[src/rtl/instruction_cache.sv]
// -----------------------------------------------------------------------------
// instruction_cache
//   Read-only, direct-mapped instruction cache: 8 sets of 16-byte (4-word)
//   blocks. Hits are served combinationally; a miss stalls the fetch stage
//   while the block is fetched from instruction memory and written into the
//   indexed entry.
//
// Ports
//   clock         in   1    system clock, rising-edge active
//   reset         in   1    asynchronous, active-high reset
//   address       in   32   fetch address: [31:7] tag, [6:4] index,
//                           [3:2] word offset, [1:0] unused
//   readdata      out  32   instruction word, valid while busywait=0
//   busywait      out  1    stall request to the fetch stage
//   mem_read      out  1    block read request to instruction memory
//   mem_address   out  28   block address {tag,index} of the missing block
//   mem_readdata  in   128  returned block, word0 in [31:0]
//   mem_busywait  in   1    memory stall; read completes when low
// -----------------------------------------------------------------------------
module instruction_cache (
  input  logic         clock,
  input  logic         reset,
  input  logic [31:0]  address,
  output logic [31:0]  readdata,
  output logic         busywait,
  output logic         mem_read,
  output logic [27:0]  mem_address,
  input  logic [127:0] mem_readdata,
  input  logic         mem_busywait
);

  typedef enum logic [1:0] {
    IDLE     = 2'd0,
    MEM_READ = 2'd1,
    UPDATE   = 2'd2
  } state_t;

  state_t         state_r;
  state_t         next_state_s;

  logic [7:0]     valid_r;
  logic [24:0]    tag_r  [8];
  logic [127:0]   data_r [8];
  logic [127:0]   fill_r;
  logic [27:0]    miss_r;

  logic [2:0]     index_s;
  logic [24:0]    tag_s;
  logic [1:0]     offset_s;
  logic           hit_s;
  logic           unused_bits_s;

  // Selects one 32-bit word of a 128-bit block by word offset.
  function automatic logic [31:0] select_word(input logic [127:0] block,
                                              input logic [1:0]   offset);
    logic [31:0] word;
    case (offset)
      2'd0:    word = block[31:0];
      2'd1:    word = block[63:32];
      2'd2:    word = block[95:64];
      2'd3:    word = block[127:96];
      default: word = block[31:0];
    endcase
    return word;
  endfunction

  assign index_s       = address[6:4];
  assign tag_s         = address[31:7];
  assign offset_s      = address[3:2];
  // Byte-offset bits are not used by a word-fetch cache.
  assign unused_bits_s = ^address[1:0];

  assign hit_s       = valid_r[index_s] && (tag_r[index_s] == tag_s);
  assign readdata    = select_word(data_r[index_s], offset_s);
  // Driven from the miss register so a wandering fetch address cannot
  // disturb an outstanding block request.
  assign mem_address = miss_r;

  // State register.
  always_ff @(posedge clock or posedge reset) begin
    if (reset) begin
      state_r <= IDLE;
    end else begin
      state_r <= next_state_s;
    end
  end

  // Next-state logic.
  always_comb begin
    next_state_s = state_r;
    case (state_r)
      IDLE: begin
        if (!hit_s) begin
          next_state_s = MEM_READ;
        end else begin
          next_state_s = IDLE;
        end
      end
      MEM_READ: begin
        if (!mem_busywait) begin
          next_state_s = UPDATE;
        end else begin
          next_state_s = MEM_READ;
        end
      end
      UPDATE:  next_state_s = IDLE;
      default: next_state_s = IDLE;
    endcase
  end

  // Output decode; reset overrides so the stall and the request drop at once.
  always_comb begin
    mem_read = 1'b0;
    busywait = 1'b0;
    if (reset) begin
      mem_read = 1'b0;
      busywait = 1'b0;
    end else begin
      case (state_r)
        IDLE: begin
          mem_read = 1'b0;
          busywait = !hit_s;
        end
        MEM_READ: begin
          mem_read = 1'b1;
          busywait = 1'b1;
        end
        UPDATE: begin
          mem_read = 1'b0;
          busywait = 1'b1;
        end
        default: begin
          mem_read = 1'b0;
          busywait = 1'b0;
        end
      endcase
    end
  end

  // Miss register and valid bits; both are cleared by reset, which also
  // cancels any fill in flight since UPDATE can no longer be reached.
  always_ff @(posedge clock or posedge reset) begin
    if (reset) begin
      miss_r  <= 28'd0;
      valid_r <= 8'd0;
    end else begin
      if ((state_r == IDLE) && !hit_s) begin
        miss_r <= {tag_s, index_s};
      end
      if (state_r == UPDATE) begin
        valid_r[miss_r[2:0]] <= 1'b1;
      end
    end
  end

  // Fill buffer and tag/data arrays; contents are qualified by valid_r so
  // they carry no reset.
  always_ff @(posedge clock) begin
    if ((state_r == MEM_READ) && !mem_busywait) begin
      fill_r <= mem_readdata;
    end
    if (state_r == UPDATE) begin
      tag_r[miss_r[2:0]]  <= miss_r[27:3];
      data_r[miss_r[2:0]] <= fill_r;
    end
  end

endmodule
[config.mk]
export PLATFORM = sky130hd
export DESIGN_NAME = instruction_cache
export DESIGN_NICKNAME = d
export VERILOG_FILES = /design/src/rtl/instruction_cache.sv
export SDC_FILE = /design/constraint.sdc
export NUM_CORES = 1
export LEC_CHECK = 0
export ABC_AREA = 1
export CAP_MARGIN = 15
export CORE_MARGIN = 5
export CORE_UTILIZATION = 44
export DETAILED_ROUTE_END_ITERATION = 10
export GPL_TIMING_DRIVEN = 0
export PLACE_DENSITY = 0.62
export REMOVE_ABC_BUFFERS = 1
export SETUP_SLACK_MARGIN = 0.5
export SLEW_MARGIN = 20
export SYNTH_ARGS = -nofsm -noshare
export SYNTH_HDL_FRONTEND = slang
export SYNTH_SLANG_ARGS = --single-unit
[constraint.sdc]
create_clock -name clock -period 9.3 [get_ports clock]
set_input_delay 1.86 -clock clock [delete_from_list [all_inputs] [get_ports clock]]
set_output_delay 1.86 -clock clock [all_outputs]
set_load 0.005 [all_outputs]
# [Word level (Yosys, flattened, before mapping)]
# Memories as Yosys holds them, arrays and structs flattened.
# Cells that the tools add are included.
[totals] register_bits=166 ram_bits=1224 in_bits=163 out_inout_bits=62 mem_count=2
[mem_list] memory="data_r" words=8 width=128 read_ports=1 rd_ports_with_merged_regs=0 wr=1 line="43" source="logic [127:0] data_r [8];"
[mem_list] memory="tag_r" words=8 width=25 read_ports=1 rd_ports_with_merged_regs=0 wr=1 line="42" source="logic [24:0] tag_r [8];"
[op_classes] order_cmp=3 n_eq_ne=6 mux=14 n_bitwise=1 n_reduce_logical=9
[op_table] operator="32-bit one-hot mux with 4 select lines" n=1
[op_table] operator="25-bit equality test" n=1
[op_table] operator="3-bit by 4-bit < comparator with 1-bit output, second input constant" n=2
[op_table] operator="1-bit two-way mux" n=8
[op_table] operator="8-bit bitwise OR" n=1
[op_table] operator="2-bit equality test, second input constant" n=3
[op_table] operator="2-bit by 1-bit equality test with 1-bit output, second input constant" n=2
[op_table] operator="1-bit logical AND" n=4
[op_table] operator="2-bit logical NOT" n=2
[op_table] operator="2-bit one-hot mux with 2 select lines" n=1
[op_table] operator="1-bit binary-select mux with 3-bit select" n=1
[op_table] operator="1-bit demux with 3-bit select" n=1
[op_table] operator="3-bit by 1-bit greater-or-equal comparator with 1-bit output, second input constant" n=1
[op_table] operator="1-bit logical NOT" n=2
[op_table] operator="2-bit two-way mux" n=1
[op_table] operator="1-bit one-hot mux with 2 select lines" n=1
[op_table] operator="2-bit OR reduction" n=1

# [Longest topological paths before layout]
[depth] word_depth=6 depth_mapped=18

# [Worst setup path before layout]
# Ideal clock, no wire load.
[synth_path] path_kind="flip-flop to flip-flop" startpoint="reg state_r[0]" endpoint="reg valid_r[0]" t_arrival_ns=7.764 required_ns=9.194 path_slack_ns=1.430 stages_incl_launch_ff=6 synth_period_minus_slack_ns=7.870 cell_sequence="dfrtp_1 -> inv_1 -> ha_1 -> nand2_1 -> nor2_1 -> or2_2"
[synth_between] elab_chain_len=1
[synth_rtl] item="from (decl)" line="38" source="state_t state_r;"
[synth_rtl] item="from (signal assigned)" line="84" source="state_r <= next_state_s;"
[synth_rtl] item="2-bit equality test" line="150" source="if (state_r == UPDATE) begin"
[synth_rtl] item="to (signal assigned)" line="145" source="valid_r <= 8'd0;"
[synth_rtl] item="to (signal, indexed assignment)" line="151" source="valid_r[miss_r[2:0]] <= 1'b1;"
[synth_rtl] item="to (decl)" line="41" source="logic [7:0] valid_r;"
# No other way between the ends.
# A chain may end at the register's enable or synchronous reset.

# [Worst setup path after layout]
[layout_path] startpoint="in address[4]" endpoint="out busywait"
[layout_between] elab_chain_len=6
[layout_rtl] item="from (decl)" line="23" source="input logic [31:0] address,"
[layout_rtl] item="memory 8 x 25 bit or 1-bit binary-select mux with 3-bit select (tied branches)"
[layout_rtl] item="25-bit equality test or 1-bit two-way mux (tied branches)" line="73" source="assign hit_s = valid_r[index_s] && (tag_r[index_s] == tag_s);"
[layout_rtl] item="1-bit logical AND (*)" line="73"
[layout_rtl] item="1-bit logical NOT (*)" line="122" source="busywait = !hit_s;"
[layout_rtl] item="1-bit one-hot mux with 2 select lines (*)" line="119" source="case (state_r)"
[layout_rtl] item="1-bit two-way mux (*)" line="115" source="if (reset) begin"
[layout_rtl] item="to (decl)" line="25" source="output logic busywait,"
# Mark *: on every way between the ends. The rest lies on a longest branch, timed or not. The select of a mux whose other input is x is not followed.

==> results.md <==
* DP Worst Slack at 0.148 ns
* Placer Congestion at 0.692
* CTS Root Cell: clkbuf_16
* Area leader, netlist: edfxtp_1
* Initial antenna violation count at 6
* Die X at 359 um
* Worst Path Buf+Inv at 6
* Class of the worst hold path: reg2reg
* Synth Cell Area at 0.0535 mm2
* Max Buffers Root-to-Sink at 3
* Setup crit end kind: primary output
* Endpoints failing setup at 0
* Initial core utilization at 44.1%
* Die height at 359 um
* Clk slew on worst S/H paths at 0.06 ns
* Yosys cell types at 24
* Setup TNS at 0 ns
* Top delay family on crit path: buffers and inverters
* Drt wl/cell at 22.2 um
* Final-stage net count at 4267
* Detail Route Antenna Nets at 0
* Grt ovf at 0
* Inserted Clock Buffers at 147
* DR DRC count at 0
* Core area at 0.121 mm2
* Max stage delay on crit path at 0.52 ns
* Most used cell along the critical path: buf_16
* Peak VDD IR at 170 uV
* Dpl cells at 5576
* CTS tree: yes
* Critical path, cell by cell: buf_8 -> buf_16 -> buf_16 -> inv_16 -> buf_16 -> o21ai_0 -> nand3_1 -> nand3_1 -> nand2_1 -> nor2_1 -> nand2_1 -> nor2_1 -> nand3_4 -> nand2_8 -> a21oi_1 -> clkdlybuf4s50_1
* Minimum clock period at 8.33 ns
* Worst Hold Launch: valid_r[2]
* Final period util at 89.6%
* Synth Register Bits at 1390
* Sink Count at 1390
* Vias at 32300
* Top-area cell type share of the netlist area at 75.9%
* Slew @ Worst Pin at 0.952 ns
* Largest net degree at the start of global routing at 208
* CP Depth at 16
* Die Area at 0.129 mm2
* Slowest-stage cell, CP: buf_8
* Ranking of synthesized cells by area: edfxtp_1 76%, o21ai_0 5.0%, nor2_1 4.7%, nand2_1 2.4%, o221ai_1 2.0%
* Worst Reg2Reg Path Length in Cells at 10
* Post-DP HPWL at 73600 um
* Pwr/cell area at 235 mW/mm2
* Sequential-to-total area share from yosys stat at 77.7%
* Final Non-Filler Cells at 5841
* Fin worst setup slack at 0.969 ns
* Rows at 128
* Clock Skews at 0.0303 ns
* Worst setup path class: in2out
* IO Pins at 225
* RR Startpoint: state_r[0]
* Placed Area at 0.0595 mm2
* Vias/cell at 5.53
* CP Launch Type: primary input
* Post-synthesis cell count at 3875
* Layout cells sized above 1 at 8.00%
* Drt total wl at 130000 um
* Slew Limit Fails at 0
* Layout Cell Area excl Fill at 0.0641 mm2
* Input/output buffers at 222
* Fmax at 120 MHz
* H-Tree Depth at 4
* Detailed Route Iter0 Violations at 2928
* Relative slew slack at 36.5%
* Hold path cells at 1
* Max FO, Critical Path at 200
* Outcome: completed
* Total Routing Usage GR at 20.1%
* DR pass1 iterations at 6
* Hold WS at 0.465 ns
* Avg Inst Size Synth at 13.8 um2
* RSZ-0062 raised after global routing: no
* Vias in the first global route at 32300
* Crit path DAT at 6.47 ns
* Leak at 21.2 nW
* Warnings, synthesis at 0
* Max-cap viol count at 0
* Hold Vio Cnt, Final at 0
* Critical Path RT at 7.44 ns
* Synthesis-to-layout area growth at 19.9%
* Worst setup path startpoint: address[4]
* First-pass GRT wire length at 197000 um
* Clk_lat worst skew at 0.74 ns
[cell usage after synthesis]
cell type / n
nand2_1: 335
inv_1: 107
o211ai_1: 72
o221ai_1: 120
dfrtp_1: 38
nor2_1: 668
nand3b_1: 14
buf_4: 6
buf_6: 8
edfxtp_1: 1352
o21bai_1: 32
inv_4: 1
o22ai_1: 136
inv_2: 1
nand3_1: 147
buf_1: 7
o21ai_1: 17
a21oi_1: 1
ha_1: 4
clkbuf_1: 199
o2111ai_1: 32
or2_2: 9
buf_2: 38
o21ai_0: 531
[per-stage QoR]
step	util [%]	total power, mW
2_1_floorplan	-	8.75
3_5_place_dp	49.1	9.70
5_1_grt	52.9	15.7
4_1_cts	52.9	15.2
3_3_place_gp	46.7	9.75
6_report	52.9	15.1
[final timing paths]
kind / to / slack (ns)
max: busywait / 0.97
min: valid_r[2] / 0.47
max reg2reg: data_r[4][122] / 6.20
min reg2reg: valid_r[2] / 0.47
max in group asynchronous: valid_r[5] / 7.22
min in group asynchronous: mem_address[19] / 1.54
[kinds of logic (layout without fill, tap and decap cells)]
| family | Yosys count | in the layout | synth area share (%) |
|---|---|---|---|
| flip-flops | 1390 | 1390 | 77.7 |
| AND/OR/NAND/NOR | 1173 | 1173 | 8.72 |
| adder cells (fa/ha/maj) | 4 | 4 | 0.0936 |
| buffers and inverters | 367 | 706 | 2.82 |
| AO/OA/AOI/OAI | 941 | 941 | 10.7 |
| other | 0 | 2 | 0 |
[state kept, by name (all words and copies together), names as in the netlist]
| signal | count |
|---|---|
| fill_r | 128 |
| state_r | 2 |
| valid_r | 8 |
| tag_r | 200 |
| data_r | 1024 |
| mem_address | 28 |
[layout by cell type (no fill, tap or decap), drive strengths merged, types with 4 or more instances in the layout]
cell / n
buf: 115
nand3b: 14
bufinv: 7
clkbuf: 187
o21ai: 548
nand2: 335
inv: 114
nand3: 147
ha: 4
o22ai: 136
or2: 9
edfxtp: 1352
o211ai: 72
o2111ai: 32
dfrtp: 38
o21bai: 32
clkinv: 61
o221ai: 120
clkdlybuf4s50: 219
nor2: 668
[repair_timing]
item                                    CTS  global route
hold buffers                              0             0
pin swaps                                 0             0
resized for setup                         2             1
endpoints found under the setup margin    1             1
setup buffers                             0             0
[metal layers]
layer,track usage [%],vias up,share of wire (%)
li1,-,14900,-
met1,27.1,16200,43
met2,33.7,958,49
met3,3.20,219,5.7
met4,6.39,6,2.4
met5,0,-,0.026
[worst reg2reg max path, cell delays in order, from the launching register on]
cell and delay (ns):
dfrtp_1 0.40, inv_1 0.09, ha_1 0.17, nand2_1 0.25, nor2_4 0.70, buf_16 0.24, buf_16 0.18, buf_16 0.19
buf_16 0.19, buf_16 0.19, buf_16 0.19
[power by group]
part           total [mW]  internal [mW]  leakage, nW  switching, mW
Clock                5.53           3.21         2.23           2.32
Sequential           8.06           7.67         12.7          0.389
Combinational        1.49          0.594         6.32          0.900
[area by class of cell]
type,count,area (um2)
fillers,9945,57100
flip-flops and latches,1390,41500
multi-input cells,2118,10500
repair buffers,334,4960
clock buffers,187,3980
well taps,1625,2030
clock inverters,76,594
inverters,109,443
diodes,2,5.00
(Power assumes the default switching activity.)
